$ cat src/rtl/cacheline_burst_adaptor.sv
// Converts one cache-line read/write into a fixed burst of beats and returns a one-cycle response.
// Optional watchdog on stalled bursts: define CACHELINE_BURST_TIMEOUT_EN.
module cacheline_burst_adaptor #(
    parameter int BEAT_WIDTH     = 64,
    parameter int BEATS          = 4,
    parameter int ADDR_WIDTH     = 32,
    parameter int TIMEOUT_CYCLES = 1024,
    parameter int LINE_WIDTH     = BEAT_WIDTH * BEATS
) (
    input  logic                  clk,
    input  logic                  rst_n,
    input  logic [ADDR_WIDTH-1:0] line_addr_i,
    input  logic                  line_read_i,
    input  logic                  line_write_i,
    input  logic [LINE_WIDTH-1:0] line_wdata_i,
    output logic [LINE_WIDTH-1:0] line_rdata_o,
    output logic                  line_resp_o,
    output logic [ADDR_WIDTH-1:0] burst_addr_o,
    output logic                  burst_read_o,
    output logic                  burst_write_o,
    output logic [BEAT_WIDTH-1:0] burst_wdata_o,
    input  logic [BEAT_WIDTH-1:0] burst_rdata_i,
    input  logic                  burst_resp_i,
    output logic                  err_o
);

    localparam int CNT_W = (BEATS > 1) ? $clog2(BEATS) : 1;
    localparam int OFFS  = $clog2(LINE_WIDTH / 8);
    localparam logic [ADDR_WIDTH-1:0] ALIGN_MASK = ~ADDR_WIDTH'((64'd1 << OFFS) - 64'd1);
    localparam logic [CNT_W-1:0] LAST = CNT_W'(BEATS - 1);

    typedef enum logic [1:0] {IDLE, RD_BURST, WR_BURST, DONE} state_t;

    state_t                state_q, state_d;
    logic [CNT_W-1:0]      cnt_q;
    logic [ADDR_WIDTH-1:0] addr_q;
    logic [LINE_WIDTH-1:0] line_q;
    logic [LINE_WIDTH-1:0] line_rdata_q;
    logic [LINE_WIDTH-1:0] rd_line;
    logic                  in_burst, beat_ok, last_beat, timeout;

    assign in_burst  = (state_q == RD_BURST) || (state_q == WR_BURST);
    assign beat_ok   = in_burst && burst_resp_i;
    assign last_beat = beat_ok && (cnt_q == LAST);

`ifdef CACHELINE_BURST_TIMEOUT_EN
    localparam int WD_W = $clog2(TIMEOUT_CYCLES + 1);
    logic [WD_W-1:0] wd_q;

    // Counts consecutive beat-less cycles; any accepted beat or leaving the burst clears it.
    always_ff @(posedge clk or negedge rst_n) begin
        if (!rst_n) begin
            wd_q <= '0;
        end else if (in_burst && !burst_resp_i && !timeout) begin
            wd_q <= wd_q + 1'b1;
        end else begin
            wd_q <= '0;
        end
    end

    assign timeout = in_burst && !burst_resp_i && (wd_q == WD_W'(TIMEOUT_CYCLES - 1));
`else
    assign timeout = 1'b0;
`endif

    // Line buffer with the incoming read beat merged into its slot.
    always_comb begin
        rd_line = line_q;
        rd_line[cnt_q*BEAT_WIDTH +: BEAT_WIDTH] = burst_rdata_i;
    end

    always_ff @(posedge clk or negedge rst_n) begin
        if (!rst_n) begin
            state_q <= IDLE;
        end else begin
            state_q <= state_d;
        end
    end

    always_comb begin
        state_d = state_q;
        case (state_q)
            IDLE: begin
                if (line_read_i)       state_d = RD_BURST;
                else if (line_write_i) state_d = WR_BURST;
            end
            RD_BURST, WR_BURST: begin
                if (last_beat)    state_d = DONE;
                else if (timeout) state_d = IDLE;
            end
            DONE:    state_d = IDLE;
            default: state_d = IDLE;
        endcase
    end

    always_comb begin
        line_resp_o   = (state_q == DONE);
        burst_read_o  = (state_q == RD_BURST);
        burst_write_o = (state_q == WR_BURST);
        burst_addr_o  = (state_q == IDLE) ? '0 : addr_q;
        burst_wdata_o = '0;
        if (state_q == WR_BURST) burst_wdata_o = line_q[cnt_q*BEAT_WIDTH +: BEAT_WIDTH];
        err_o         = timeout;
        line_rdata_o  = line_rdata_q;
    end

    // Request side is sampled only on IDLE exit; later changes on it are ignored.
    always_ff @(posedge clk or negedge rst_n) begin
        if (!rst_n) begin
            cnt_q        <= '0;
            addr_q       <= '0;
            line_q       <= '0;
            line_rdata_q <= '0;
        end else begin
            case (state_q)
                IDLE: begin
                    if (line_read_i || line_write_i) begin
                        addr_q <= line_addr_i & ALIGN_MASK;
                        cnt_q  <= '0;
                    end
                    if (!line_read_i && line_write_i) line_q <= line_wdata_i;
                end
                RD_BURST: begin
                    if (beat_ok) begin
                        line_q <= rd_line;
                        if (!last_beat) cnt_q <= cnt_q + 1'b1;
                    end
                    if (last_beat) line_rdata_q <= rd_line;
                end
                WR_BURST: begin
                    if (beat_ok && !last_beat) cnt_q <= cnt_q + 1'b1;
                end
                default: ;
            endcase
        end
    end

endmodule

$ cat config.mk
export PLATFORM = sky130hd
export DESIGN_NAME = cacheline_burst_adaptor
export DESIGN_NICKNAME = d
export VERILOG_FILES = /design/src/rtl/cacheline_burst_adaptor.sv
export SDC_FILE = /design/constraint.sdc
export NUM_CORES = 1
export LEC_CHECK = 0
export CORE_AREA = 2 2 314 254
export CTS_CLUSTER_SIZE = 14
export DETAILED_ROUTE_END_ITERATION = 7
export DIE_AREA = 0 0 316 256
export PLACE_DENSITY = 0.66
export SLEW_MARGIN = 20
export SYNTH_ARGS = -nofsm -noshare
export SYNTH_HDL_FRONTEND = slang
export SYNTH_SLANG_ARGS = --single-unit
export TNS_END_PERCENT = 30
$ cat constraint.sdc
create_clock -name clk -period 4.32 [get_ports clk]
set_clock_uncertainty 0.1 [all_clocks]
set_input_delay 0.864 -clock clk [delete_from_list [all_inputs] [get_ports clk]]
set_output_delay 0.864 -clock clk [all_outputs]
set_load 0.01 [all_outputs]
; Word level (Yosys, flattened, before mapping)
; Cells that the tools add are included.
[classes]
n_reduce_logical = 17
eq_ne = 11
muxes = 15
shift = 3
add_sub_neg = 2
[op_table]
columns = op, n
row1 = two-way mux 256 bit, 2
row2 = one-hot mux 256 bit (2 select lines), 1
row3 = bitwise mux 256 bit, 1
row4 = variable shift 64 x 34 -> 256 bit (first input constant), 1
row5 = indexed part select 256 x 9 -> 64 bit, 1
row6 = indexed part select 64 x 34 -> 256 bit, 1
row7 = two-way mux 64 bit, 1
row8 = negation 8 -> 34 bit, 1
row9 = two-way mux 32 bit, 1
row10 = two-way mux 2 bit, 7
row11 = one-hot mux 2 bit (3 select lines), 2
row12 = inequality test 2 x 1 -> 1 bit (second input constant), 4
row13 = == test 2 bit (second input constant), 3
row14 = AND reduction 2 bit, 3
row15 = AND reduction 5 bit, 1
row16 = logical AND 1 bit, 4
row17 = inequality test 2 bit (second input constant), 2
row18 = inequality test 3 bit (second input constant), 1
row19 = AND reduction 3 bit, 1
row20 = nonzero test 3 bit, 1
row21 = adder 2 x 1 -> 2 bit (second input constant), 1
row22 = == test 2 x 1 -> 1 bit (second input constant), 1
row23 = logical NOT 1 bit, 2
row24 = logical NOT 2 bit, 1
row25 = other kinds (3), 4
[word_totals]
register_bits = 543

; Longest topological paths before layout
[depth]
word_depth = 8
depth_mapped = 12
mapped_depth_nobuf = 6

; Worst setup path after synthesis
; OpenSTA, ideal clock, no wires.
[synth_timing]
path_kind = register to register
startpoint = register cnt_q[1]
endpoint = register line_rdata_q[133], in the netlist line_rdata_o[133]
stages_incl_launch_ff = 13
arrival_ns = 2.399
path_slack_ns = 1.687
t_required_ns = 4.086
cell_sequence = dfrtp_1 -> buf_2 -> buf_1 -> inv_1 -> ha_1 -> buf_4 -> nor3b_1 -> buf_2 -> and2_1 -> buf_2 -> buf_2 -> a21oi_1 -> o21ai_0
[synth_between]
elab_chain_len = 3
elab_cells_between_ends = 7
cone_classes = add/sub (1) / eq/ne (1) / shift (2) / mux (1) / reduce/logical (2)
[synth_lines]
columns = item, line_no
row1 = from (decl), 35  ; logic [CNT_W-1:0] cnt_q;
row2 = from (signal assigned), 126  ; if (!last_beat) cnt_q <= cnt_q + 1'b1;
row3 = from (signal assigned), 131  ; if (beat_ok && !last_beat) cnt_q <= cnt_q + 1'b1;
row4 = negation 8 -> 34 bit / == test 2 bit (equally long branches), "69, 44"
row5 = indexed part select 64 x 34 -> 256 bit (tied with other cells), 69  ; rd_line[cnt_q*BEAT_WIDTH +: BEAT_WIDTH] = burst_rdata_i;
row6 = bitwise mux 256 bit / AND reduction 2 bit (equally long branches), --
row7 = to (signal assigned), 128  ; if (last_beat) line_rdata_q <= rd_line;
row8 = to (decl), 38  ; logic [LINE_WIDTH-1:0] line_rdata_q;
; Several ways; a longest one is shown, not always the timed one.
; A chain may end at the register's enable or synchronous reset.

; Worst setup path in the final report
[layout_timing]
startpoint = register cnt_q[1]
endpoint = output burst_wdata_o[56]
[layout_between]
elab_chain_len = 2
[layout_lines]
columns = item, line_no
row1 = indexed part select 256 x 9 -> 64 bit, 102  ; if (state_q == WR_BURST) burst_wdata_o = line_q[cnt_q*BEAT_WIDTH +: BEAT_WIDTH];
row2 = two-way mux 64 bit, 102
row3 = to (decl), 21  ; output logic [BEAT_WIDTH-1:0] burst_wdata_o,
; Every way passes these cells.

==> impl_summary.txt <==
----------------------------------------------------
[Yosys]
  Share of flip-flops with an asynchronous set or reset ... 100.0%
  Total of flip-flops plus latches after synthesis ... between 500 and 600
  Synth Area per Inst ... around 9.5 um^2
  Synth cell types ... 39
  Number of enable flip-flop cells after synthesis ... 0
  Count of synthesis-stage warnings from yosys ... 0
  Main flop type after synthesis ... sky130_fd_sc_hd__dfrtp_1
  Cell area after technology mapping ... roughly 29000 um^2
  Share of synthesized area occupied by flip-flops and latches ... between 40% and 50%
  Post-synthesis instance total ... 3002

[Critical path]
  Crit path max fanout ... 29
  Worst EP required ... roughly 3.4 ns
  Category of the most critical setup path ... reg2out
  Type of destination of the critical path ... output pin
  Crit path DAT ... around 3 ns
  Setup crit start kind ... register

[Drt]
  First-pass iteration count of the detailed router ... 6
  Vias after detailed routing ... 26290
  DR WL/cell ... 24.17 um
  Total DRC errors in the routed layout ... 0
  Initial DRC count ... between 2000 and 3000
  Final wirelength ... around 110000 um
  Number of vias per cell after detailed routing ... around 5.7
  Antenna Violating Nets Remaining ... 0

[Global routing]
  Global-route track usage on met3 ... under 10%
  Met1 track utilization from global routing ... between 30% and 40%
  Residual overflow from global routing ... 0
  Total routing resource utilization after global routing ... 27.06%
  Largest net degree at the start of global routing ... approximately 170
  Number of antenna violations at the first check in global routing ... 18
  Vias in the first global route ... between 20000 and 30000
  Grt met2 use ... between 40% and 50%
  Most crowded layer after global routing ... met2
  First-pass GRT wire length ... between 150000 and 200000 um

[Cells and area]
  Area added between synthesis and finish ... 35.10%
  Number of filler instances in the final layout ... 7336
  Share of post-route cells with drive strength above 1 ... under 10%
  FF/Latch Area ... approximately 14000 um^2
  Nets ... slightly below 4000
  Number of standard cells in the final layout excluding fillers ... 4622
  Multi-input combinational cell area ... between 10000 and 15000 um^2

[STA]
  Hold violation total from the final report ... 0
  RSZ-0062 raised after global routing ... no
  Tightest slew margin relative to the limit ... 22.29%
  Worst-margin pin slew ... ~1.2 ns
  Setup TNS after final layout ... 0 ns
  Min Clock Period, post-route ... 4.020 ns
  Final setup viols ... 0
  Least setup slack across all paths after layout ... 0.3004 ns
  Final worst path period share ... between 90% and 100%
  Fmax achieved ... around 0.25 GHz
  Hold Worst Slack ... about 0.22 ns
  Final count of pins violating max slew ... 0

[Clock tree]
  Total setup buffers inserted after CTS ... 0
  Number of clock sinks seen by CTS ... 543
  Number of H-tree branching levels ... 2
  Clock transition at the registers of the reported paths ... around 0.06 ns
  Clock latency at the later pin of the worst-skew pair ... just over 0.6 ns
  Library cell used as clock root buffer ... sky130_fd_sc_hd__clkbuf_16
  Number of gates given a new drive strength after cts ... 0
  Clock tree from TritonCTS ... done
  Number of hold-repair buffers added at the cts stage ... 0
  Maximum clock path buffer count ... 3
  Total CTS buffers ... slightly below 60

[Placed design]
  Count of placed standard cells including taps ... between 4000 and 5000
  Placed wire-length estimate after detailed placement ... 73930 um
  Count of buffers from port buffering ... between 700 and 800
  Final RePlAce weighted congestion ... 0.8561
  Setup Slack @ Placement ... 0.8624 ns

[Floorplanning]
  Chip Width ... 316 um
  Initial core utilization ... between 30% and 40%
  Vertical extent of the die ... about 260 um
  Area of the core region ... 77930 um^2
  Placement row count ... 92
  Die Area ... 80900 um^2
  Boundary Pins ... 713

[Power and ir drop]
  Largest vdd supply drop ... 0.0005576 V
  Overall power consumption ... between 0.03 and 0.04 W
  Reported leakage power ... about 17 nW
  PD cells ... just over 800 nW/um^2

[Flow run]
  Number of max-cap violations ... 0

[Run status]
  Outcome ... finished clean

[Min path]
  Worst Hold Class ... in2async

----------------------------------------------------
## final cells by class
cell class / count / share of cell area [%]
clock buffers: 86 / 4.595
flip-flops and latches: 543 / 35.28
repair buffers: 768 / 20.44
well taps: 1034 / 3.358
clock inverters: 20 / 0.5553
multi-input cells: 2153 / 35.63
diodes: 10 / 0.06495
inverters: 8 / 0.07793
## per-layer routing
metal	vias to the layer above	wire length, um
li1	11847	-
met1	13058	47200
met2	1180	50820
met3	187	10570
met4	18	2997
met5	-	126
## layout by cell type (no fill, tap or decap), types with 28 or more instances in the layout
cell type                           n
sky130_fd_sc_hd__buf_4             39
sky130_fd_sc_hd__nor2_1           194
sky130_fd_sc_hd__clkdlybuf4s50_1  700
sky130_fd_sc_hd__a22oi_1           63
sky130_fd_sc_hd__clkbuf_16         61
sky130_fd_sc_hd__nand2_1          389
sky130_fd_sc_hd__nand3_1           63
sky130_fd_sc_hd__a221o_1           62
sky130_fd_sc_hd__o21ai_0          249
sky130_fd_sc_hd__dfrtp_1          541
sky130_fd_sc_hd__a21o_1           194
sky130_fd_sc_hd__buf_12            28
sky130_fd_sc_hd__a21oi_1           67
sky130_fd_sc_hd__nor2b_1          284
sky130_fd_sc_hd__mux4_2            64
sky130_fd_sc_hd__and2_1            64
sky130_fd_sc_hd__a31oi_1          187
sky130_fd_sc_hd__a211oi_1         192
## worst paths after layout
path	to	cells past startpoint	start	slack, ns
worst max-delay path	burst_wdata_o[56]	4	cnt_q[1]$_DFFE_PN0P_	0.30
worst min-delay path	line_rdata_o[185]$_DFFE_PN0P_	1	rst_n	0.22
worst max register to register	line_q[113]$_DFFE_PN0P_	7	cnt_q[1]$_DFFE_PN0P_	0.82
worst min register to register	line_rdata_o[16]$_DFFE_PN0P_	2	line_rdata_o[16]$_DFFE_PN0P_	0.38
max in group asynchronous	line_q[199]$_DFFE_PN0P_	3	rst_n	2.77
min in group clk	line_rdata_o[16]$_DFFE_PN0P_	2	line_rdata_o[16]$_DFFE_PN0P_	0.38
## power breakdown
group          switching, W  total [W]  internal, W  leakage [nW]
Combinational       0.00887     0.0167      0.00779          8.90
Clock               0.00221    0.00527      0.00306         0.988
Sequential          0.00177    0.00940      0.00763          6.93
## cells by family (layout without fill, tap and decap cells)
group / Yosys count / in the layout / share of synthesized area, %
mux: 95 / 95 / 6.260
buf+inv: 311 / 882 / 4.721
compound gates: 1034 / 1034 / 24.12
flops: 543 / 543 / 47.64
fa+ha+maj: 9 / 9 / 0.3948
other cells: 1 / 16 / 0.01315
simple gates: 1009 / 1009 / 16.85
## registers in the layout, summed over array words and instances, names as in the netlist
register and flops:
addr_q 27, line_q 256, state_q 2, cnt_q 2, line_rdata_o 256
## through the flow
| stage | util (%) | instance area (um^2) |
|---|---|---|
| final | 49.44 | 38530 |
| after global placement | 46.86 | 36520 |
| after global routing | 49.43 | 38520 |
| after CTS | 49.41 | 38510 |
| after detailed placement | 46.86 | 36520 |
| after floorplan | - | 28540 |
## critical path, stage by stage (launching register included)
cell,delay [ns]
sky130_fd_sc_hd__dfrtp_4,0.85
sky130_fd_sc_hd__buf_4,0.50
sky130_fd_sc_hd__mux4_2,0.40
sky130_fd_sc_hd__and2_1,0.19
sky130_fd_sc_hd__clkdlybuf4s50_1,0.47
## synthesized netlist by cell type, types with 2 or more instances
library cell | n | area, um^2
sky130_fd_sc_hd__a41oi_1 | 4 | 35.03
sky130_fd_sc_hd__nor3b_1 | 2 | 15.01
sky130_fd_sc_hd__ha_1 | 9 | 112.6
sky130_fd_sc_hd__inv_1 | 8 | 30.03
sky130_fd_sc_hd__buf_2 | 105 | 525.5
sky130_fd_sc_hd__mux2_2 | 27 | 304.0
sky130_fd_sc_hd__a221o_1 | 62 | 620.6
sky130_fd_sc_hd__mux2i_1 | 4 | 40.04
sky130_fd_sc_hd__and2_1 | 65 | 406.6
sky130_fd_sc_hd__nand3_1 | 63 | 315.3
sky130_fd_sc_hd__o21ai_1 | 10 | 50.05
sky130_fd_sc_hd__o21ai_0 | 249 | 1246
sky130_fd_sc_hd__and3b_1 | 2 | 17.52
sky130_fd_sc_hd__nor2_1 | 194 | 728.2
sky130_fd_sc_hd__a21oi_1 | 67 | 335.3
sky130_fd_sc_hd__a21o_1 | 195 | 1464
sky130_fd_sc_hd__nand2b_1 | 5 | 31.28
sky130_fd_sc_hd__nand2_1 | 389 | 1460
sky130_fd_sc_hd__buf_4 | 10 | 75.07
sky130_fd_sc_hd__clkbuf_2 | 2 | 10.01
sky130_fd_sc_hd__a31oi_1 | 187 | 1170
sky130_fd_sc_hd__clkbuf_1 | 175 | 656.9
sky130_fd_sc_hd__a22oi_1 | 63 | 473.0
sky130_fd_sc_hd__nor2b_1 | 285 | 1783
sky130_fd_sc_hd__mux4_2 | 64 | 1441
sky130_fd_sc_hd__a211oi_1 | 192 | 1441
sky130_fd_sc_hd__dfrtp_1 | 543 | 13590
sky130_fd_sc_hd__buf_1 | 10 | 37.54
Power figures use the tool's default switching activity.
